`src/rtl/uart_par_calc_pkg.sv`:
```
// Shared UART constants: parity-type encodings and the default data width
// used across the transmitter datapath.
package uart_par_calc_pkg;

    localparam logic PAR_EVEN = 1'b0;
    localparam logic PAR_ODD  = 1'b1;

    localparam int unsigned DATA_WIDTH = 8;

endpackage

```
`src/rtl/uart_par_calc.sv`:
```
// UART transmit parity generator: captures even/odd parity of P_DATA on
// DATA_valid and holds it on par_bit for the serializer.
module uart_par_calc
    import uart_par_calc_pkg::*;
#(
    parameter int unsigned IN_width = DATA_WIDTH
) (
    input  logic                CLK,
    input  logic                RST,
    input  logic [IN_width-1:0] P_DATA,
    input  logic                DATA_valid,
    input  logic                PAR_TYP,
    output logic                par_bit
);

    // Odd parity is the inverse of the plain XOR-reduction.
    logic par_next_c;

    always_comb begin
        par_next_c = (^P_DATA) ^ (PAR_TYP == PAR_ODD);
    end

    always_ff @(posedge CLK) begin
        if (RST) begin
            par_bit <= 1'b0;
        end else if (DATA_valid) begin
            par_bit <= par_next_c;
        end
    end

endmodule

```
`config.mk`:
```
export PLATFORM = sky130hd
export DESIGN_NAME = uart_par_calc
export DESIGN_NICKNAME = d
export VERILOG_FILES = /design/src/rtl/uart_par_calc_pkg.sv /design/src/rtl/uart_par_calc.sv
export SDC_FILE = /design/constraint.sdc
export NUM_CORES = 1
export LEC_CHECK = 0
export CAP_MARGIN = 30
export CORE_AREA = 2 2 39 41
export DETAILED_ROUTE_END_ITERATION = 7
export DIE_AREA = 0 0 41 43
export PLACE_DENSITY = 0.36
export SLEW_MARGIN = 20
export SYNTH_ARGS = -nofsm -noshare
export SYNTH_HDL_FRONTEND = slang
export SYNTH_SLANG_ARGS = --single-unit
```
`constraint.sdc`:
```
create_clock -name CLK -period 1.4 [get_ports CLK]
set_clock_uncertainty 0.15 [all_clocks]
set_input_delay 0.35 -clock CLK [delete_from_list [all_inputs] [get_ports CLK]]
set_output_delay 0.35 -clock CLK [all_outputs]
set_load 0.1 [all_outputs]
```
==> out/results.env, run 1 <==
STATUS='finished with violations'
VIOLATIONS='negative setup slack'
AREA_ENCLOSED_BY_THE_DIE_BOUNDARY_SQ_UM=1760
FINAL_CELL_AREA_SQ_UM=285
GRT_PASS1_WL_UM=462
REG.LARGEST.LIST='par_bit x1'
POSTSYNTHREGISTERBITS=1
POST_CTS.REPAIR.SETUP_BUFFERS=0
SYNTH-WARNING-COUNT=0
TIMING.CRITICAL_PATH.ARRIVAL_NS=1.22
IO_PINS=13
GRT_MAX_DEGREE=3
NUMBER_OF_NETS_IN_THE_LAYOUT=38
NETLIST_AREA_SQ_UM=119
COMBINATIONAL_SHARE_OF_POWER_PCT=77.7
WORSTSETUPSTARTPOINT='P_DATA[4]'
CLOCK_POWER_SHARE_PCT=0
POWER_DENSITY_nW_PER_UM2=638
MAXCAPVIOLATIONS=0
POWER_REPORT.INTERNAL_TOTAL_mW=0.111
P_SW_mW=0.0714
SYNTHESIZED_NETS=24
LAYOUT-DRIVE-GT1-SHARE_PCT=50.0
ROUTED_WIRE_LENGTH_PER_INSTANCE_UM=7.85
CORE.ROWCOUNT=14
WORST_SETUP_PATH_START_KIND='primary input'
WORST_SETUP_HOLD_PATH_CLK_SLEW_NS=0
TOTAL_ROUTING_USAGE_REPORTED_BY_GLOBAL_ROUTING_PCT=3.61
WORST_PIN_SLEW_NS=0.163
DIE_W_UM=41
FLOW.AREA_GROWTH_FROM_SYNTHESIS_PCT=140
CRIT_PATH_SETUP_SLACK_LAYOUT_NS=-0.0941
DRT_PASS1_ITERATIONS=1
SLEW-LIMIT-HEADROOM_PCT=89.0
ROUTE.DETAILED.DRC=0
CRIT_PATH_MAX_FANOUT=2
SYNTHCELLS=12
SETUP-TNS-FINAL_NS=-0.0941
CHIPHEIGHT_UM=43
YS_SEQ_AREA_SHARE_PCT=16.8
TIMING.REG2REG.SETUP_SLACK_NS=0.63
HOLD_WS_NS=0.380
TIMING.HOLD.WORST.CLASS='register to register'
MAX_FREQ_MHz=669
FINAL-HOLD-VIOLATION-COUNT=0
SYNTH_AREA_PER_CELL_SQ_UM=9.91
ANTENNA_FOUND_INITIAL=0
MAX-VDD-IR-DROP_uV=198
FIRST_GLOBAL_VIAS=124
CLOCK_LATENCY_NS=0
P_LEAK_nW=0.121
CRITICALPATHCATEGORY='primary input to register'
VIAS=133
LARGEST_REG_FLOPS=1
NUM_ANTENNA_CELLS=0
GLOBALPLACE.CONGESTION=0.572
WORST_R2R_STARTPOINT='par_bit'
VIA_PER_INST=3.33
DRT_ANTENNA_NET_COUNT=0
NETSWITCHINGFRACTION_PCT=39.2
DRT-INITIAL-DRC-COUNT=0
WORST_SETUP_PATH_END_KIND='register'
INSTANCES_NO_FILL=40
EFFECTIVE_UTILIZATION_AT_FLOORPLAN_PCT=8.59
SYNTH_CELL_TYPE_COUNT=9
CRITICAL_PATH_REQUIRED_NS=1.12
SETUP_VIOL_COUNT_FINAL=1
GLOBALROUTEOVERFLOWTOTAL=0
FINAL_CRITICAL_DELAY_INCLUDING_SETUP_AND_EXTERNAL_DELAYS_NS=1.49
FIN_CRIT_SH_PCT=107
SHARE_SEQ_OF_TOTAL_POWER_PCT=22.3
PLACED_CELLS=40
IO_BUFFER_COUNT=12
DETAIL_ROUTE.WIRELENGTH_UM=314
SLEW_VIOL_FINAL=0
HOLD_BUFFERS=0
DESIGN.CORE.AREA_SQ_UM=1380
PLACED_CELL_AREA_SQ_UM=270
GRT_SETUP_UNREPAIRED='true'
LARGEST_REGISTER='par_bit'
POWER.TOTAL_mW=0.182
MIN_DELAY_STARTPOINT='par_bit'
==> synth_stat cells (all sizes together) <==
cell / instances / area share [%]
nand2: 1 / 3.2
o221ai: 1 / 7.4
xnor2: 3 / 22
xnor3: 1 / 19
dfxtp: 1 / 17
nor2b: 1 / 5.3
nand3b: 1 / 6.3
nand2b: 1 / 5.3
xor2: 2 / 15
==> path summary, 6_finish.rpt <==
kind,cells after the start,end
worst min register to register,2,par_bit
worst max-delay path,5,par_bit
worst min-delay path,2,par_bit
worst max register to register,2,par_bit
==> layout by cell type, fill, tap and decap left out <==
master	instances
xor2_2	1
buf_12	1
buf_2	3
nand2b_1	1
buf_6	3
xnor2_1	1
nand3b_1	1
clkdlybuf4s50_1	3
o221ai_2	1
xor2_1	1
nor2b_1	1
xnor3_1	1
nand2_1	1
dfxtp_2	1
dlygate4sd2_1	2
xnor2_2	2
==> what timing repair did <==
action	CTS	global route
setup endpoints to repair	1	1
pin swaps	7	3
resized for setup	24	6
==> cell families (layout without fill, tap and decap cells) <==
logic type | after synthesis | in the layout | synth area share [%]
simple gates | 4 | 4 | 20.0
flops | 1 | 1 | 16.8
compound gates | 1 | 1 | 7.37
buf+inv | 0 | 12 | 0
xor+xnor | 6 | 6 | 55.8
==> routing by layer <==
| metal | vias up | wire (um) | GRT usage (%) |
|---|---|---|---|
| met2 | 13 | 117 | 6.25 |
| met5 | - | 0 | 0 |
| li1 | 65 | - | - |
| met3 | 0 | 83 | 1.57 |
| met1 | 55 | 113 | 4.17 |
| met4 | 0 | 0 | 0 |
==> power by group through the flow <==
stage          clock network [mW]  registers [mW]  logic [mW]
6_report                        0          0.0405       0.141
5_1_grt                         0          0.0416       0.151
4_1_cts                         0          0.0408       0.134
3_5_place_dp                    0          0.0408       0.135
3_3_place_gp                    0          0.0409       0.133
2_1_floorplan                   0          0.0749      0.0396
==> per-stage QoR <==
| stage | worst slack (ns) | util [%] |
|---|---|---|
| after CTS | -0.0889 | 19.4 |
| after global routing | -0.162 | 20.6 |
| after global placement | -0.461 | 19.5 |
| after detailed placement | -0.497 | 19.5 |
| after floorplan | 0.0576 | - |
| final | -0.0941 | 20.6 |
==> cell type report <==
class / instances / area (sq um)
timing repair buffer: 12 / 116
tap: 16 / 20.0
sequential: 1 / 21.3
multi-input combinational: 11 / 128
fill: 149 / 1100
==> critical path: stages <==
cell	delay [ns]
buf_6	0.10
xor2_2	0.14
xnor3_1	0.43
nand3b_1	0.12
o221ai_2	0.08
No activity file was read; power rests on OpenSTA's default activity.
==> run 2: changes to the inputs <==
SLEW_MARGIN = 0   (was 20)
==> results of run 2 <==
Final layout, timing and power as in run 1 (identical DEF).
==> run 3: changes to the inputs <==
CTS_BUF_LIST = sky130_fd_sc_hd__clkbuf_4   (was unset)
PLACE_DENSITY = 0.37   (was 0.36)
clock period = 1.3 ns   (was 1.4 ns; I/O delays follow)
==> run 3 against run 2 <==
The run still ends with negative setup slack left. Via count is the same. Combinational power grew 7%. Final area shrank 2.6%. Critical path depth is the same. Sequential power grew 8.4%.
==> out/results.env, run 3 (same netlist as run 1, synthesis figures left out) <==
P_SW_mW=0.0769
CORE.ROWCOUNT=14
WORST_SETUP_PATH_START_KIND='primary input'
TIMING.HOLD.WORST.CLASS='register to register'
DRT_PASS1_ITERATIONS=2
CRIT_PATH_MAX_FANOUT=2
WORST_R2R_STARTPOINT='par_bit'
TIMING.CRITICAL_PATH.ARRIVAL_NS=1.20
MAXCAPVIOLATIONS=0
DETAIL_ROUTE.WIRELENGTH_UM=350
CRITICAL_PATH_REQUIRED_NS=1.02
CLOCK_LATENCY_NS=0
CRITICALPATHCATEGORY='primary input to register'
ROUTED_WIRE_LENGTH_PER_INSTANCE_UM=8.75
GRT_PASS1_WL_UM=572
NETSWITCHINGFRACTION_PCT=39.4
MOST-COMMON-LAYOUT-CELLS='3 x clkdlybuf4s50_1, 3 x buf_6'
MAX_FREQ_MHz=675
GRT_MAX_DEGREE=3
HOLD_WS_NS=0.399
POST_CTS.REPAIR.SETUP_BUFFERS=0
COMBINATIONAL_SHARE_OF_POWER_PCT=77.5
SLEW_VIOL_FINAL=0
SHARE_SEQ_OF_TOTAL_POWER_PCT=22.5
VIA_PER_INST=3.33
GLOBALROUTEOVERFLOWTOTAL=0
LARGEST_REG_FLOPS=1
CRIT_PATH_SETUP_SLACK_LAYOUT_NS=-0.182
EFFECTIVE_UTILIZATION_AT_FLOORPLAN_PCT=8.59
WORST_R2R_PATH_DEPTH=2
LARGEST_REGISTER='par_bit'
DRT-INITIAL-DRC-COUNT=2
IO_BUFFER_COUNT=12
DIE_W_UM=41
WORST_SETUP_HOLD_PATH_CLK_SLEW_NS=0
LAYOUT-DRIVE-GT1-SHARE_PCT=45.8
SLEW-LIMIT-HEADROOM_PCT=88.2
NUM_ANTENNA_CELLS=0
LAYOUT.CORE_UTILIZATION_PCT=20.1
AREA_ENCLOSED_BY_THE_DIE_BOUNDARY_SQ_UM=1760
STATUS='finished with violations'
REG.LARGEST.LIST='par_bit x1'
POWER_REPORT.INTERNAL_TOTAL_mW=0.118
P_LEAK_nW=0.120
DESIGN.CORE.AREA_SQ_UM=1380
PLACED_CELL_AREA_SQ_UM=278
FINAL_CRITICAL_DELAY_INCLUDING_SETUP_AND_EXTERNAL_DELAYS_NS=1.48
FINAL-HOLD-VIOLATION-COUNT=0
PRECTSSETUPSLACK_NS=-0.565
VIAS=133
ANTENNA_FOUND_INITIAL=0
FLOW.AREA_GROWTH_FROM_SYNTHESIS_PCT=134
IO_PINS=13
FIRST_GLOBAL_VIAS=150
ROUTE.DETAILED.DRC=0
VIOLATIONS='negative setup slack'
WORST_SETUP_PATH_END_KIND='register'
CLOCK_POWER_SHARE_PCT=0
GRT_SETUP_UNREPAIRED='true'
DRT_ANTENNA_NET_COUNT=0
MAX-VDD-IR-DROP_uV=218
POWER_DENSITY_nW_PER_UM2=702
WORSTSETUPSTARTPOINT='PAR_TYP'
SETUP_VIOL_COUNT_FINAL=1
REG2REG_TO='par_bit'
POWER.TOTAL_mW=0.195
FINAL_CELL_AREA_SQ_UM=278
TOTAL_ROUTING_USAGE_REPORTED_BY_GLOBAL_ROUTING_PCT=4.41
FIN_CRIT_SH_PCT=114
CP-ENDPOINT='par_bit'
TIMING.REG2REG.SETUP_SLACK_NS=0.50
CHIPHEIGHT_UM=43
LAYOUT.FILLER_CELLS=154
WORST_PIN_SLEW_NS=0.176
NUMBER_OF_NETS_IN_THE_LAYOUT=38
GLOBALPLACE.CONGESTION=0.654
[run 3: cell types whose count changed in the layout (fill, tap and decap cells not counted), sizes merged]
| cell | change |
|---|---|
| buf | -1 |
| clkbuf | +1 |
[run 3: repair_timing]
item | 4_1_cts | 5_1_grt
gates resized for setup | 22 | 7
hold buffers | 0 | 0
pin swaps | 6 | 3
gates cloned | 0 | 0
endpoints found under the setup margin | 1 | 1
[run 3: worst min-delay path by stage]
stage,start,endpoint,slack (ns),depth (start not counted)
2_1_floorplan,RST,par_bit,0.33,1
3_3_place_gp,par_bit,par_bit,0.39,2
3_5_place_dp,par_bit,par_bit,0.41,2
4_1_cts,par_bit,par_bit,0.41,2
5_1_grt,par_bit,par_bit,0.42,2
6_report,par_bit,par_bit,0.40,2
[run 3: per-stage QoR]
step | setup TNS, ns | instances
finish | -0.182 | 40
CTS | -0.186 | 40
global route | -0.237 | 40
detailed placement | -0.565 | 40
global placement | -0.536 | 40
floorplan | -0.00316 | 12
[run 3: power by group through the flow]
stage | clock network [mW] | logic [mW] | registers [mW]
global placement | 0 | 0.147 | 0.0441
global route | 0 | 0.161 | 0.0443
floorplan | 0 | 0.0446 | 0.0807
CTS | 0 | 0.145 | 0.0441
detailed placement | 0 | 0.149 | 0.0441
finish | 0 | 0.151 | 0.0439
[run 3: routing by layer]
layer / track usage, % / vias up / wire [um]
met5: 0 / - / 0
met4: 0 / 0 / 0
met3: 1.57 / 0 / 58
met2: 7.19 / 13 / 166
met1: 5.75 / 55 / 125
li1: - / 65 / -
[run 3: critical path, stage by stage]
cell and delay, ns:
buf_6 0.10, xnor2_2 0.13, xnor3_1 0.44, nand3b_1 0.12, o221ai_2 0.09
[run 3: area by class of cell]
cell class              count  area (sq um)  share of cell area (%)
multi-input cells          11           120                    43.2
repair buffers             12           116                    41.9
flip-flops and latches      1          21.3                    7.66
well taps                  16          20.0                    7.21
